--- src/rtl/timer_int_if.sv ---
// Request/acknowledge bundle between the EX/fetch stages and timer_int_ctrl.
// slave = controller side, master = pipeline side.
interface timer_int_if #(
  parameter int NUM_CH = 4,
  parameter int NUM_IO = 2,
  parameter int CNT_W  = 32,
  parameter int VEC_W  = 32
);
  localparam int SEL_W = (NUM_CH > 1) ? $clog2(NUM_CH) : 1;
  localparam int NS    = NUM_CH + NUM_IO;

  logic             ld_en;
  logic [SEL_W-1:0] ld_sel;
  logic [CNT_W-1:0] ld_val;
  logic             ld_mode;
  logic             dis;
  logic [NUM_IO-1:0] io_irq;
  logic             int_ack;
  logic             rti;
  logic             irq_req;
  logic [VEC_W-1:0] irq_vec;
  logic [NS-1:0]    irq_src;
  logic             in_service;
  logic [NS-1:0]    pending;

  modport master (
    output ld_en, ld_sel, ld_val, ld_mode, dis, io_irq, int_ack, rti,
    input  irq_req, irq_vec, irq_src, in_service, pending
  );

  modport slave (
    input  ld_en, ld_sel, ld_val, ld_mode, dis, io_irq, int_ack, rti,
    output irq_req, irq_vec, irq_src, in_service, pending
  );
endinterface

--- src/rtl/timer_int_ctrl.sv ---
// N-channel interval timer plus lowest-index-wins interrupt controller with a single-level in-service lock.
// Optional build macro TIMER_INT_PRESCALE_EN adds i_presc_div and an 8-bit tick prescaler.
module timer_int_ctrl #(
  parameter int               NUM_CH     = 4,
  parameter int               NUM_IO     = 2,
  parameter int               CNT_W      = 32,
  parameter int               VEC_W      = 32,
  parameter logic [VEC_W-1:0] VEC_BASE   = 'h9,
  parameter logic [VEC_W-1:0] VEC_STRIDE = 'h4
) (
  input  logic        i_clk,
  input  logic        i_rst_n,
`ifdef TIMER_INT_PRESCALE_EN
  input  logic [7:0]  i_presc_div,
`endif
  timer_int_if.slave  bus
);
  localparam int SEL_W = (NUM_CH > 1) ? $clog2(NUM_CH) : 1;
  localparam int NS    = NUM_CH + NUM_IO;

  typedef enum logic [1:0] {IDLE, REQ, SERVICE} state_t;

  state_t             r_state, w_state_nxt;
  logic [CNT_W-1:0]   r_cnt [NUM_CH];
  logic [CNT_W-1:0]   r_rld [NUM_CH];
  logic [NUM_CH-1:0]  r_en, r_mode;
  logic [NS-1:0]      r_pend, r_src;
  logic [NUM_IO-1:0]  r_io_prev;
  logic [VEC_W-1:0]   r_vec;
  logic [NUM_CH-1:0]  w_ld, w_dis, w_exp;
  logic [NS-1:0]      w_set, w_clr, w_win;
  logic [VEC_W-1:0]   w_vec;
  logic               w_tick;

`ifdef TIMER_INT_PRESCALE_EN
  logic [7:0] r_presc;
  assign w_tick = (r_presc == i_presc_div);
  always_ff @(posedge i_clk or negedge i_rst_n) begin
    if (!i_rst_n) r_presc <= 8'd0;
    else          r_presc <= w_tick ? 8'd0 : r_presc + 8'd1;
  end
`else
  assign w_tick = 1'b1;
`endif

  // load beats dis, and both suppress an expiry on the same channel
  always_comb begin
    for (int ch = 0; ch < NUM_CH; ch++) begin
      w_ld[ch]  = bus.ld_en && (bus.ld_sel == SEL_W'(ch));
      w_dis[ch] = bus.dis && (bus.ld_sel == SEL_W'(ch)) && !w_ld[ch];
      w_exp[ch] = r_en[ch] && w_tick && (r_cnt[ch] == CNT_W'(1)) && !w_ld[ch] && !w_dis[ch];
    end
  end

  always_ff @(posedge i_clk or negedge i_rst_n) begin
    if (!i_rst_n) begin
      for (int ch = 0; ch < NUM_CH; ch++) begin
        r_cnt[ch] <= '0;
        r_rld[ch] <= '0;
      end
      r_en   <= '0;
      r_mode <= '0;
    end else begin
      for (int ch = 0; ch < NUM_CH; ch++) begin
        if (w_ld[ch]) begin
          r_cnt[ch]  <= bus.ld_val;
          r_rld[ch]  <= bus.ld_val;
          r_en[ch]   <= (bus.ld_val != '0);
          r_mode[ch] <= bus.ld_mode;
        end else if (w_dis[ch]) begin
          r_cnt[ch] <= '0;
          r_en[ch]  <= 1'b0;
        end else if (w_exp[ch]) begin
          if (r_mode[ch]) begin
            r_cnt[ch] <= r_rld[ch];
          end else begin
            r_cnt[ch] <= '0;
            r_en[ch]  <= 1'b0;
          end
        end else if (r_en[ch] && w_tick && (r_cnt[ch] > CNT_W'(1))) begin
          r_cnt[ch] <= r_cnt[ch] - CNT_W'(1);
        end
      end
    end
  end

  // a set in the same cycle as the ack-clear keeps the bit pending
  always_comb begin
    w_set = {bus.io_irq & ~r_io_prev, w_exp};
    w_clr = {{NUM_IO{1'b0}}, w_ld | w_dis};
    if (r_state == REQ && bus.int_ack) w_clr = w_clr | r_src;
  end

  always_ff @(posedge i_clk or negedge i_rst_n) begin
    if (!i_rst_n) begin
      r_pend    <= '0;
      r_io_prev <= '0;
    end else begin
      r_pend    <= (r_pend & ~w_clr) | w_set;
      r_io_prev <= bus.io_irq;
    end
  end

  always_comb begin
    w_win = '0;
    w_vec = '0;
    for (int i = NS - 1; i >= 0; i--) begin
      if (r_pend[i]) begin
        w_win    = '0;
        w_win[i] = 1'b1;
        w_vec    = VEC_BASE + VEC_W'(i) * VEC_STRIDE;
      end
    end
  end

  always_ff @(posedge i_clk or negedge i_rst_n) begin
    if (!i_rst_n) r_state <= IDLE;
    else          r_state <= w_state_nxt;
  end

  always_comb begin
    w_state_nxt = r_state;
    case (r_state)
      IDLE:    if (|r_pend)     w_state_nxt = REQ;
      REQ:     if (bus.int_ack) w_state_nxt = SERVICE;
      SERVICE: if (bus.rti)     w_state_nxt = IDLE;
      default:                  w_state_nxt = IDLE;
    endcase
  end

  // source/vector are captured once on leaving IDLE and frozen until rti
  always_ff @(posedge i_clk or negedge i_rst_n) begin
    if (!i_rst_n) begin
      r_vec <= '0;
      r_src <= '0;
    end else if (r_state == IDLE && |r_pend) begin
      r_vec <= w_vec;
      r_src <= w_win;
    end else if (r_state == SERVICE && bus.rti) begin
      r_src <= '0;
    end
  end

  always_comb begin
    bus.irq_req    = (r_state == REQ);
    bus.in_service = (r_state == SERVICE);
    bus.irq_vec    = r_vec;
    bus.irq_src    = r_src;
    bus.pending    = r_pend;
  end
endmodule

--- src/flat_wrapper.sv ---
// flat-port wrapper written by rule: the top's interface ports become plain ports
module timer_int_ctrl_flat 
#(
  parameter int               NUM_CH     = 4,
  parameter int               NUM_IO     = 2,
  parameter int               CNT_W      = 32,
  parameter int               VEC_W      = 32,
  parameter logic [VEC_W-1:0] VEC_BASE   = 'h9,
  parameter logic [VEC_W-1:0] VEC_STRIDE = 'h4
)
  (i_clk, i_rst_n, bus_ld_en, bus_ld_sel, bus_ld_val, bus_ld_mode, bus_dis, bus_io_irq, bus_int_ack, bus_rti, bus_irq_req, bus_irq_vec, bus_irq_src, bus_in_service, bus_pending);
  timer_int_if #(.NUM_CH(NUM_CH), .NUM_IO(NUM_IO), .CNT_W(CNT_W), .VEC_W(VEC_W)) bus_i ();
  input  logic i_clk;
  input  logic i_rst_n;
  input wire logic [$bits(bus_i.ld_en)-1:0] bus_ld_en;
  input wire logic [$bits(bus_i.ld_sel)-1:0] bus_ld_sel;
  input wire logic [$bits(bus_i.ld_val)-1:0] bus_ld_val;
  input wire logic [$bits(bus_i.ld_mode)-1:0] bus_ld_mode;
  input wire logic [$bits(bus_i.dis)-1:0] bus_dis;
  input wire logic [$bits(bus_i.io_irq)-1:0] bus_io_irq;
  input wire logic [$bits(bus_i.int_ack)-1:0] bus_int_ack;
  input wire logic [$bits(bus_i.rti)-1:0] bus_rti;
  output wire logic [$bits(bus_i.irq_req)-1:0] bus_irq_req;
  output wire logic [$bits(bus_i.irq_vec)-1:0] bus_irq_vec;
  output wire logic [$bits(bus_i.irq_src)-1:0] bus_irq_src;
  output wire logic [$bits(bus_i.in_service)-1:0] bus_in_service;
  output wire logic [$bits(bus_i.pending)-1:0] bus_pending;
  assign bus_i.ld_en = bus_ld_en;
  assign bus_i.ld_sel = bus_ld_sel;
  assign bus_i.ld_val = bus_ld_val;
  assign bus_i.ld_mode = bus_ld_mode;
  assign bus_i.dis = bus_dis;
  assign bus_i.io_irq = bus_io_irq;
  assign bus_i.int_ack = bus_int_ack;
  assign bus_i.rti = bus_rti;
  assign bus_irq_req = bus_i.irq_req;
  assign bus_irq_vec = bus_i.irq_vec;
  assign bus_irq_src = bus_i.irq_src;
  assign bus_in_service = bus_i.in_service;
  assign bus_pending = bus_i.pending;
  timer_int_ctrl #(.NUM_CH(NUM_CH), .NUM_IO(NUM_IO), .CNT_W(CNT_W), .VEC_W(VEC_W), .VEC_BASE(VEC_BASE), .VEC_STRIDE(VEC_STRIDE)) u_core (.i_clk(i_clk), .i_rst_n(i_rst_n), .bus(bus_i));
endmodule
--- config.mk ---
export PLATFORM = sky130hd
export DESIGN_NAME = timer_int_ctrl_flat
export DESIGN_NICKNAME = d
export VERILOG_FILES = /design/src/rtl/timer_int_if.sv /design/src/rtl/timer_int_ctrl.sv /design/src/flat_wrapper.sv
export SDC_FILE = /design/constraint.sdc
export NUM_CORES = 1
export LEC_CHECK = 0
export CORE_ASPECT_RATIO = 1.2
export CORE_MARGIN = 5
export CORE_UTILIZATION = 53
export CTS_CLUSTER_SIZE = 25
export DETAILED_ROUTE_END_ITERATION = 12
export DONT_BUFFER_PORTS = 1
export HOLD_SLACK_MARGIN = 0.06
export PLACE_DENSITY = 0.71
export SLEW_MARGIN = 20
export SYNTH_ARGS = -nofsm -noshare
export SYNTH_HDL_FRONTEND = slang
export SYNTH_SLANG_ARGS = --single-unit
--- constraint.sdc ---
create_clock -name i_clk -period 2.4 [get_ports i_clk]
set_input_delay 0.48 -clock i_clk [delete_from_list [all_inputs] [get_ports i_clk]]
set_output_delay 0.48 -clock i_clk [all_outputs]
set_load 0.02 [all_outputs]
==> impl_metrics.toml, run 1 <==
[timing]
hold_violations = 284
setup_viol = 34
slew_violations = 0
period_minus_slack_ns = 2.51
slew_headroom = 0.506
skew_ns = 0.0230
fin_ws_ns = -0.109
rsz0062_at_grt = "true"
tightest_slew_ns = 0.738
fin_crit_sh = 1.05
fmax_mhz = 399
whs_ns = -0.410
setup_tns_ns = -1.81

[synth]
synth_seq_area_share = 0.440
ys_top_cells_by_count = "493 x nand2_1, 284 x dfrtp_1, 129 x nor2_1"
synth.largest_area_cell = "dfrtp_1"
syn-instance-count = 1933
synthFlopType = "dfrtp_1"
synth_edf_count = 0
synth_area_mm2 = 0.0162
yosysTopAreaCellShare = 0.440
synth.distinct_cells = 83
synthTopCellsByArea = "dfrtp_1 44%, nand2_1 11%, nor2_1 3.0%, o21ai_0 2.9%, a31oi_1 2.8%"
async_reset_ff_frac = 1.00
syn_area_per_cell_um2 = 8.36
yosysMostFrequentCell = "nand2_1"
yosys_warnings = 0
synth_seq_cells = 284

[placed_design]
hpwl_mm = 34.6
gp_congestion = 0.944
io_buffers = 0

[clock_network]
worstSkewPairLatency_ns = 0.59
cts_buffer_depth = 3
clkTransAtPathRegs_ns = 0.06
cts_tree = "yes"
root_buffer = "clkbuf_16"
cts.sinks = 284
cts_made_buffers = 31
htreeDepth = 1
hold_buffers = 38

[worst_setup_path]
worstPathCellList = "or3_4, or4_4, buf_4, o41a_4, bufbuf_16, o21ai_2, o21ai_1, a21oi_1"
required_ns = 2.90
r2r_slack_ns = -0.11
slowest_stage = "or4_4"
path_delay_family = "simple AND/OR/NAND/NOR gates"
crit_path_end_kind = "flop"
start_kind = "flop"
critPathMaxStageDelay_ns = 0.46
timing.rr.start = "u_core.r_cnt[58]"
reg2reg_depth = 8
cp.arrival_ns = 3.01
critical_path_peak_fanout = 6
r2r_end = "u_core.r_cnt[42]"
critPathKind = "flop to flop"
worst-path-buf-inv = 2

[grt]
track_usage = 0.327
antenna_found_initial = 6
grt_pass1_wl_mm = 88.6
grt_max_degree = 285
overflow = 0
grt_pass1_vias = 15600

[pwr]
power_density_mw_per_mm2 = 843
power_leakage_nw = 9.08
ir_worst_vdd_mv = 0.688

[floorplan]
die_x_um = 169
die_h_um = 201
core-area_mm2 = 0.0303
row_count = 70
die_area_mm2 = 0.0341
start_util = 0.533
io_pins = 89

[drt]
vias = 16200
antenna_left = 0
wire_per_inst_um = 22.9
drt-pass1-iter-count = 5
totalWireLength_mm = 58.3
drt_iter0_markers = 1772
drcViolationCount = 0
vias_per_cell = 6.35

[cells_and_area]
regArea_mm2 = 0.00711
fin_util = 0.662
multi_input_area_mm2 = 0.00887
syn2layout_area_growth_pct = 24.3
nNetsFinal = 2173
fillCellCount = 2544
drive_above_1_share = 0.195

[status]
status = "finished with violations"
violations = "hold timing, setup timing"

[flow_run]
drv_cap = 0

[hold_path]
hp-class = "input pin to async pin"
==> power by group <==
group / internal, W / switching, W / total, W
combinational: 0.00233 / 0.00260 / 0.00493
clock: 0.00284 / 0.00210 / 0.00494
sequential: 0.00587 / 0.00118 / 0.00705
==> per-stage QoR <==
step	total power [W]	setup WS, ns	std cells	cell area (µm²)	hold slack, ns
2_1_floorplan	0.00984	-0.180	1960	16400	0.184
3_3_place_gp	0.0112	-0.109	2414	17800	0.198
3_5_place_dp	0.0113	-0.134	2414	17800	0.198
4_1_cts	0.0165	-0.0668	2514	19400	-0.417
5_1_grt	0.0178	-0.136	2542	20100	-0.422
6_report	0.0169	-0.109	2546	20100	-0.410
==> worst max-delay path by stage <==
stage / startpoint / cells past startpoint / end / slack [ns]
2_1_floorplan: u_core.r_cnt[58] / 8 / u_core.r_cnt[57] / -0.18
3_3_place_gp: u_core.r_cnt[55] / 8 / u_core.r_cnt[62] / -0.11
3_5_place_dp: u_core.r_cnt[10] / 7 / u_core.r_cnt[28] / -0.13
4_1_cts: u_core.r_cnt[58] / 8 / u_core.r_cnt[52] / -0.07
5_1_grt: u_core.r_cnt[32] / 9 / u_core.r_cnt[42] / -0.14
6_report: u_core.r_cnt[58] / 8 / u_core.r_cnt[42] / -0.11
==> kinds of logic (layout without fill, tap and decap cells) <==
family | after synthesis | after routing | share of synthesized area
flip-flops | 284 | 284 | 0.440
buffers and inverters | 174 | 357 | 0.0519
AND/OR/NAND/NOR | 951 | 953 | 0.278
XOR/XNOR | 62 | 62 | 0.0336
other | 1 | 33 | 0.000232
multiplexers | 4 | 4 | 0.00271
adder cells (fa/ha/maj) | 8 | 8 | 0.00620
AO/OA/AOI/OAI | 449 | 449 | 0.188
==> sequential cells by signal, summed over array words and instances (netlist names) <==
register	flops
u_core.bus.irq_src	6
u_core.bus.irq_vec	4
u_core.bus.pending	6
u_core.r_cnt	128
u_core.r_en	4
u_core.r_io_prev	2
u_core.r_mode	4
u_core.r_rld	128
u_core.r_state	2
==> layer usage <==
layer	part of all wire	GRT usage	vias to the layer above
li1	-	-	7254
met2	0.46	0.508	811
met3	0.10	0.0790	204
met1	0.39	0.428	7884
met5	0.00065	0.00870	-
met4	0.053	0.158	6
==> placed cells by master, fill, tap and decap left out, types with 19 or more instances in the layout <==
master | netlist | layout
buf_4 | 29 | 199
a31oi_1 | 72 | 68
buf_6 | 4 | 19
nor4_1 | 48 | 37
dlygate4sd3_1 | 0 | 38
nor3_1 | 54 | 47
dfrtp_1 | 284 | 284
conb_1 | 1 | 28
clkbuf_16 | 0 | 34
and3_1 | 39 | 37
inv_1 | 27 | 27
a21oi_1 | 70 | 63
o21ai_0 | 95 | 80
xor2_1 | 36 | 36
nand2_1 | 493 | 487
nor2_1 | 129 | 121
nand3_1 | 37 | 36
xnor2_1 | 26 | 26
o31ai_1 | 28 | 22
and2_1 | 22 | 19
nand4_1 | 21 | 21
==> final cells by class <==
| type | instances | area share |
|---|---|---|
| Tap cell | 396 | 0.0247 |
| Clock buffer | 38 | 0.0424 |
| Inverter | 27 | 0.00505 |
| Clock inverter | 18 | 0.00941 |
| Antenna cell | 5 | 0.000623 |
| Timing Repair Buffer | 274 | 0.122 |
| Sequential cell | 284 | 0.354 |
| Multi-Input combinational cell | 1504 | 0.442 |
==> repair_timing <==
| item | in CTS | in global routing |
|---|---|---|
| resized for setup | 38 | 94 |
| gates cloned | 2 | 7 |
| pin swaps | 11 | 34 |
| buffers inserted | 4 | 20 |
| hold endpoints to repair | 410 | 284 |
| setup endpoints to repair | 91 | 118 |
(Power assumes the default switching activity.)
==> run 2, diff against run 1 <==
--- a/config.mk
+++ b/config.mk
@@ -8,7 +8,7 @@
 export CORE_ASPECT_RATIO = 1.2
 export CORE_MARGIN = 5
 export CORE_UTILIZATION = 53
-export CTS_CLUSTER_SIZE = 25
+export CTS_CLUSTER_SIZE = 12
 export DETAILED_ROUTE_END_ITERATION = 12
 export DONT_BUFFER_PORTS = 1
 export HOLD_SLACK_MARGIN = 0.06
==> run 2 against run 1 <==
  * The flow still finishes with violations (hold timing, setup timing)
  * Sequential power hardly changed
  * Count of clock-buffer cells in the layout is 5 higher
  * Flip-flop and latch count stayed put
  * Register-to-register slack hardly changed
  * Combinational power is 2% higher
  * Final cell count is 0.31% lower
  * Hold slack better by 0.011 ns
  * Critical path depth stayed put
  * First-iteration DRC count is 1.9% lower
  * Setup slack worse by 0.0077 ns
  * Largest power group unchanged
  * Highest routed layer unchanged
==> impl_metrics.toml, run 2 (synthesis gave the netlist of run 1 again) <==
[pwr]
power_leakage_nw = 9.08
p_total_w = 0.0168
ir_worst_vdd_mv = 0.595
power_density_mw_per_mm2 = 836

[grt]
antenna_found_initial = 7
grt_max_degree = 285
track_usage = 0.326
grt_pass1_wl_mm = 88.5
overflow = 0
grt_pass1_vias = 15700

[status]
violations = "hold timing, setup timing"
status = "finished with violations"

[drt]
drt-pass1-iter-count = 7
totalWireLength_mm = 58.4
drcViolationCount = 0
vias = 16200
wire_per_inst_um = 23.0
antenna_left = 0
vias_per_cell = 6.37
drt_iter0_markers = 1738

[flow_run]
drv_cap = 0

[floorplan]
row_count = 70
die_area_mm2 = 0.0341
core-area_mm2 = 0.0303
die_h_um = 201
die_x_um = 169
start_util = 0.533
io_pins = 89

[clock_network]
clkTransAtPathRegs_ns = 0.06
root_buffer = "clkbuf_16"
htreeDepth = 1
hold_buffers = 37
worstSkewPairLatency_ns = 0.58
cts_buffer_depth = 3
cts_tree = "yes"
cts.sinks = 284
cts_made_buffers = 31

[cells_and_area]
layout_common_cells = "486 x nand2_1, 284 x dfrtp_1, 192 x buf_4, 113 x nor2_1, 75 x o21ai_0"
drive_above_1_share = 0.200
final_common_cell = "nand2_1"
syn2layout_area_growth_pct = 24.8
reg_top3 = "u_core.r_cnt: 128 flops, u_core.r_rld: 128 flops"
nNetsFinal = 2169
fillCellCount = 2522

[timing]
slew_violations = 0
hold_violations = 284
whs_ns = -0.399
setup_tns_ns = -1.38
fin_crit_sh = 1.05
fmax_mhz = 397
fin_ws_ns = -0.117
skew_ns = 0.0218
slew_headroom = 0.329
rsz0062_at_grt = "true"
tightest_slew_ns = 1.01
period_minus_slack_ns = 2.52
setup_viol = 34

[worst_setup_path]
critical_path_peak_fanout = 6
worstPathCellList = "or3_4, or4_4, buf_4, o41a_4, bufbuf_16, o21ai_2, o21ai_1, a21oi_1"
critPathMaxStageDelay_ns = 0.46
worst-path-buf-inv = 2
slowest_stage = "or4_4"
startpoint = "u_core.r_cnt[58]"
timing.rr.start = "u_core.r_cnt[58]"
path_delay_family = "simple AND/OR/NAND/NOR gates"
crit_path_end_kind = "flop"
required_ns = 2.89
start_kind = "flop"
cp.arrival_ns = 3.01
critPathKind = "flop to flop"

[placed_design]
io_buffers = 0
hpwl_mm = 34.6
gp_congestion = 0.944

[hold_path]
hp-class = "input pin to async pin"
-- run 2: cell type report --
cell class                 instances  area, µm²  area share
multi-input combinational       1505       9020       0.447
clock buffer                      43        871      0.0432
antenna                            3       7.51    0.000372
sequential                       284       7110       0.352
inverter                          27        101     0.00503
tap                              396        495      0.0246
clock inverter                    11        113     0.00559
timing repair buffer             269       2440       0.121
-- run 2: worst register-to-register path, cell delays in order, from the launching register on --
cell and delay, ns:
dfrtp_1 0.38, or3_4 0.39, or4_4 0.46, buf_4 0.17, o41a_4 0.46, bufbuf_16 0.29
o21ai_2 0.05, o21ai_1 0.09, a21oi_1 0.15
-- run 2: worst paths after layout --
| kind | endpoint | slack (ns) | depth (start not counted) |
|---|---|---|---|
| setup / recovery | u_core.r_cnt[42] | -0.12 | 8 |
| hold / removal | u_core.r_cnt[121] | -0.40 | 0 |
| setup reg to reg | u_core.r_cnt[42] | -0.12 | 8 |
| hold reg to reg | u_core.bus.pending[4] | 0.44 | 1 |
| max in group asynchronous | u_core.r_rld[29] | 1.96 | 0 |
| min in group i_clk | u_core.r_rld[101] | 0.07 | 2 |
-- run 2: per-layer routing --
metal  up-vias  wire (µm)  track usage
li1       7251          -            -
met1      7868      22300        0.425
met2       827      27000        0.513
met3       217       5710       0.0790
met4        10       3270        0.150
met5         -        103       0.0101
-- run 2: timing repair --
item                                   in CTS  in global routing
pin swaps                                  10                 49
cloned                                      2                  8
setup endpoints to repair                  91                119
resized for setup                          36                137
endpoints found under the hold margin     400                284
buffers inserted                            4                 16
-- run 2: metrics by stage --
step	utilization	hold slack, ns	area [µm²]	instances	setup WS (ns)
after CTS	0.637	-0.411	19300	2511	-0.0668
after floorplan	-	0.184	16400	1960	-0.180
after global placement	0.586	0.198	17800	2414	-0.109
final	0.665	-0.399	20200	2538	-0.117
after detailed placement	0.586	0.198	17800	2414	-0.134
after global routing	0.665	-0.410	20200	2535	-0.144
-- run 2: report_power, final --
group          switching, W  internal (W)
clock               0.00203       0.00273
sequential          0.00118       0.00587
combinational       0.00266       0.00238
==> run 3, diff against run 2 <==
--- a/config.mk
+++ b/config.mk
@@ -8,6 +8,7 @@
 export CORE_ASPECT_RATIO = 1.2
 export CORE_MARGIN = 5
 export CORE_UTILIZATION = 53
+export CTS_BUF_LIST = sky130_fd_sc_hd__clkbuf_8
 export CTS_CLUSTER_SIZE = 12
 export DETAILED_ROUTE_END_ITERATION = 12
 export DONT_BUFFER_PORTS = 1
==> run 3 against run 2 <==
  * The run still ends with hold timing, setup timing left
  * Largest power group unchanged
  * Count of clock-buffer cells in the layout rose by 21
  * Highest routed layer unchanged
  * Critical path depth rose by 1
  * Setup slack got worse by 0.053 ns
  * Global-route usage rose by 0.54 points
  * Sequential power barely moved
  * Final area rose by 1.6%
==> impl_metrics.toml, run 3 (synthesis gave the netlist of run 1 again) <==
[timing]
rsz0062_at_grt = "true"
fmax_mhz = 389
tightest_slew_ns = 0.800
skew_ns = 0.0225
setup_viol = 65
hold_violations = 284
slew_headroom = 0.466
period_minus_slack_ns = 2.57
whs_ns = -0.416
fin_ws_ns = -0.169
fin_crit_sh = 1.07
slew_violations = 0
setup_tns_ns = -5.18

[status]
status = "finished with violations"
violations = "hold timing, setup timing"

[floorplan]
die_h_um = 201
start_util = 0.533
io_pins = 89
die_x_um = 169
row_count = 70
core-area_mm2 = 0.0303
die_area_mm2 = 0.0341

[placed_design]
gp_congestion = 0.944
place_area_mm2 = 0.0178
io_buffers = 0
hpwl_mm = 34.6
post-place-cells = 2414

[clock_network]
cts_made_buffers = 49
worstSkewPairLatency_ns = 0.59
htreeDepth = 2
cts_buffer_depth = 3
clkTransAtPathRegs_ns = 0.06
cts.sinks = 284
hold_buffers = 40
cts_tree = "yes"
root_buffer = "clkbuf_8"

[worst_setup_path]
timing.rr.start = "u_core.r_cnt[58]"
critPathMaxStageDelay_ns = 0.47
worstPathCellList = "or3_4, or4_4, buf_6, o41ai_4, buf_4, nand2_8, buf_8, o21ai_1, a22o_1"
worst-path-buf-inv = 3
critical_path_peak_fanout = 6
crit_path_end_kind = "flop"
cp.arrival_ns = 3.09
start_kind = "flop"
required_ns = 2.92
reg2reg_depth = 9
critPathKind = "flop to flop"
r2r_end = "u_core.r_cnt[52]"
slowest_stage = "or4_4"
startpoint = "u_core.r_cnt[58]"
r2r_slack_ns = -0.17
path_delay_family = "simple AND/OR/NAND/NOR gates"

[hold_path]
hp-class = "input pin to async pin"

[cells_and_area]
final_common_cell = "nand2_1"
drive_above_1_share = 0.229
layout_common_cells = "483 x nand2_1, 284 x dfrtp_1, 201 x buf_4, 104 x nor2_1, 68 x o21ai_0"
final_cell_area_mm2 = 0.0205
stdcell_count = 2583
fin_util = 0.676
reg_top3 = "u_core.r_cnt: 128 flops, u_core.r_rld: 128 flops"
nNetsFinal = 2199
syn2layout_area_growth_pct = 26.8

[drt]
antenna_left = 0
drt-pass1-iter-count = 8
vias = 16500
vias_per_cell = 6.37
totalWireLength_mm = 59.7
wire_per_inst_um = 23.1
drcViolationCount = 0
drt_iter0_markers = 1830

[grt]
grt_pass1_vias = 15900
grt_pass1_wl_mm = 89.5
overflow = 0
grt_max_degree = 285
track_usage = 0.331
antenna_found_initial = 7

[pwr]
p_total_w = 0.0168
power_leakage_nw = 9.24
ir_worst_vdd_mv = 0.714
power_density_mw_per_mm2 = 822

[flow_run]
drv_cap = 0
run 3: cell types whose count changed in the layout (fill, tap and decap cells not counted), moves of 7 or more:
cell       previous run  this run
clkbuf_8              5        64
clkbuf_16            35         5
inv_1                27        42
o21ai_2               5        15
buf_4               192       201
nor2_1              113       104
clkbuf_1              7         0
nor2_2                8        15
o21ai_0              75        68
run 3: layer usage:
| layer | track usage | vias to the layer above | routed length (µm) |
|---|---|---|---|
| li1 | - | 7315 | - |
| met5 | 0 | - | 23 |
| met2 | 0.511 | 881 | 27200 |
| met1 | 0.425 | 8018 | 22400 |
| met4 | 0.167 | 4 | 3650 |
| met3 | 0.0961 | 236 | 6410 |
run 3: worst max-delay path by stage:
stage	slack [ns]	end	cells after the start
5_1_grt	-0.18	u_core.r_cnt[52]	9
3_5_place_dp	-0.13	u_core.r_cnt[28]	7
3_3_place_gp	-0.11	u_core.r_cnt[62]	8
6_report	-0.17	u_core.r_cnt[52]	9
2_1_floorplan	-0.18	u_core.r_cnt[57]	8
4_1_cts	-0.07	u_core.r_cnt[47]	8
run 3: metrics by stage:
stage          hold WS [ns]  setup slack (ns)
2_1_floorplan         0.184            -0.180
3_3_place_gp          0.198            -0.109
3_5_place_dp          0.198            -0.134
4_1_cts              -0.432           -0.0684
5_1_grt              -0.431            -0.185
6_report             -0.416            -0.169
run 3: worst register-to-register path: stages, from the launching register on:
cell and delay (ns):
dfrtp_1 0.38, or3_4 0.39, or4_4 0.47, buf_6 0.16
o41ai_4 0.36, buf_4 0.21, nand2_8 0.10, buf_8 0.18
o21ai_1 0.12, a22o_1 0.15
run 3: cell type report:
class                           instances  area [µm²]
Fill cell                            2476        9820
Multi-Input combinational cell       1504        9210
Sequential cell                       284        7110
Timing Repair Buffer                  282        2560
Clock buffer                           64         881
Tap cell                              396         495
Clock inverter                         21         116
Inverter                               27         101
Antenna cell                            5        12.5
run 3: report_power, final:
part	switching, W	internal, W
sequential	0.00121	0.00587
clock	0.00210	0.00248
combinational	0.00274	0.00244
total	0.00605	0.0108
run 3: repair_timing:
| item | CTS | global route |
|---|---|---|
| gates resized for setup | 34 | 188 |
| endpoints found under the hold margin | 443 | 284 |
| setup buffers | 4 | 23 |
| endpoints found under the setup margin | 92 | 125 |
| cloned | 2 | 10 |
| pin swaps | 6 | 59 |
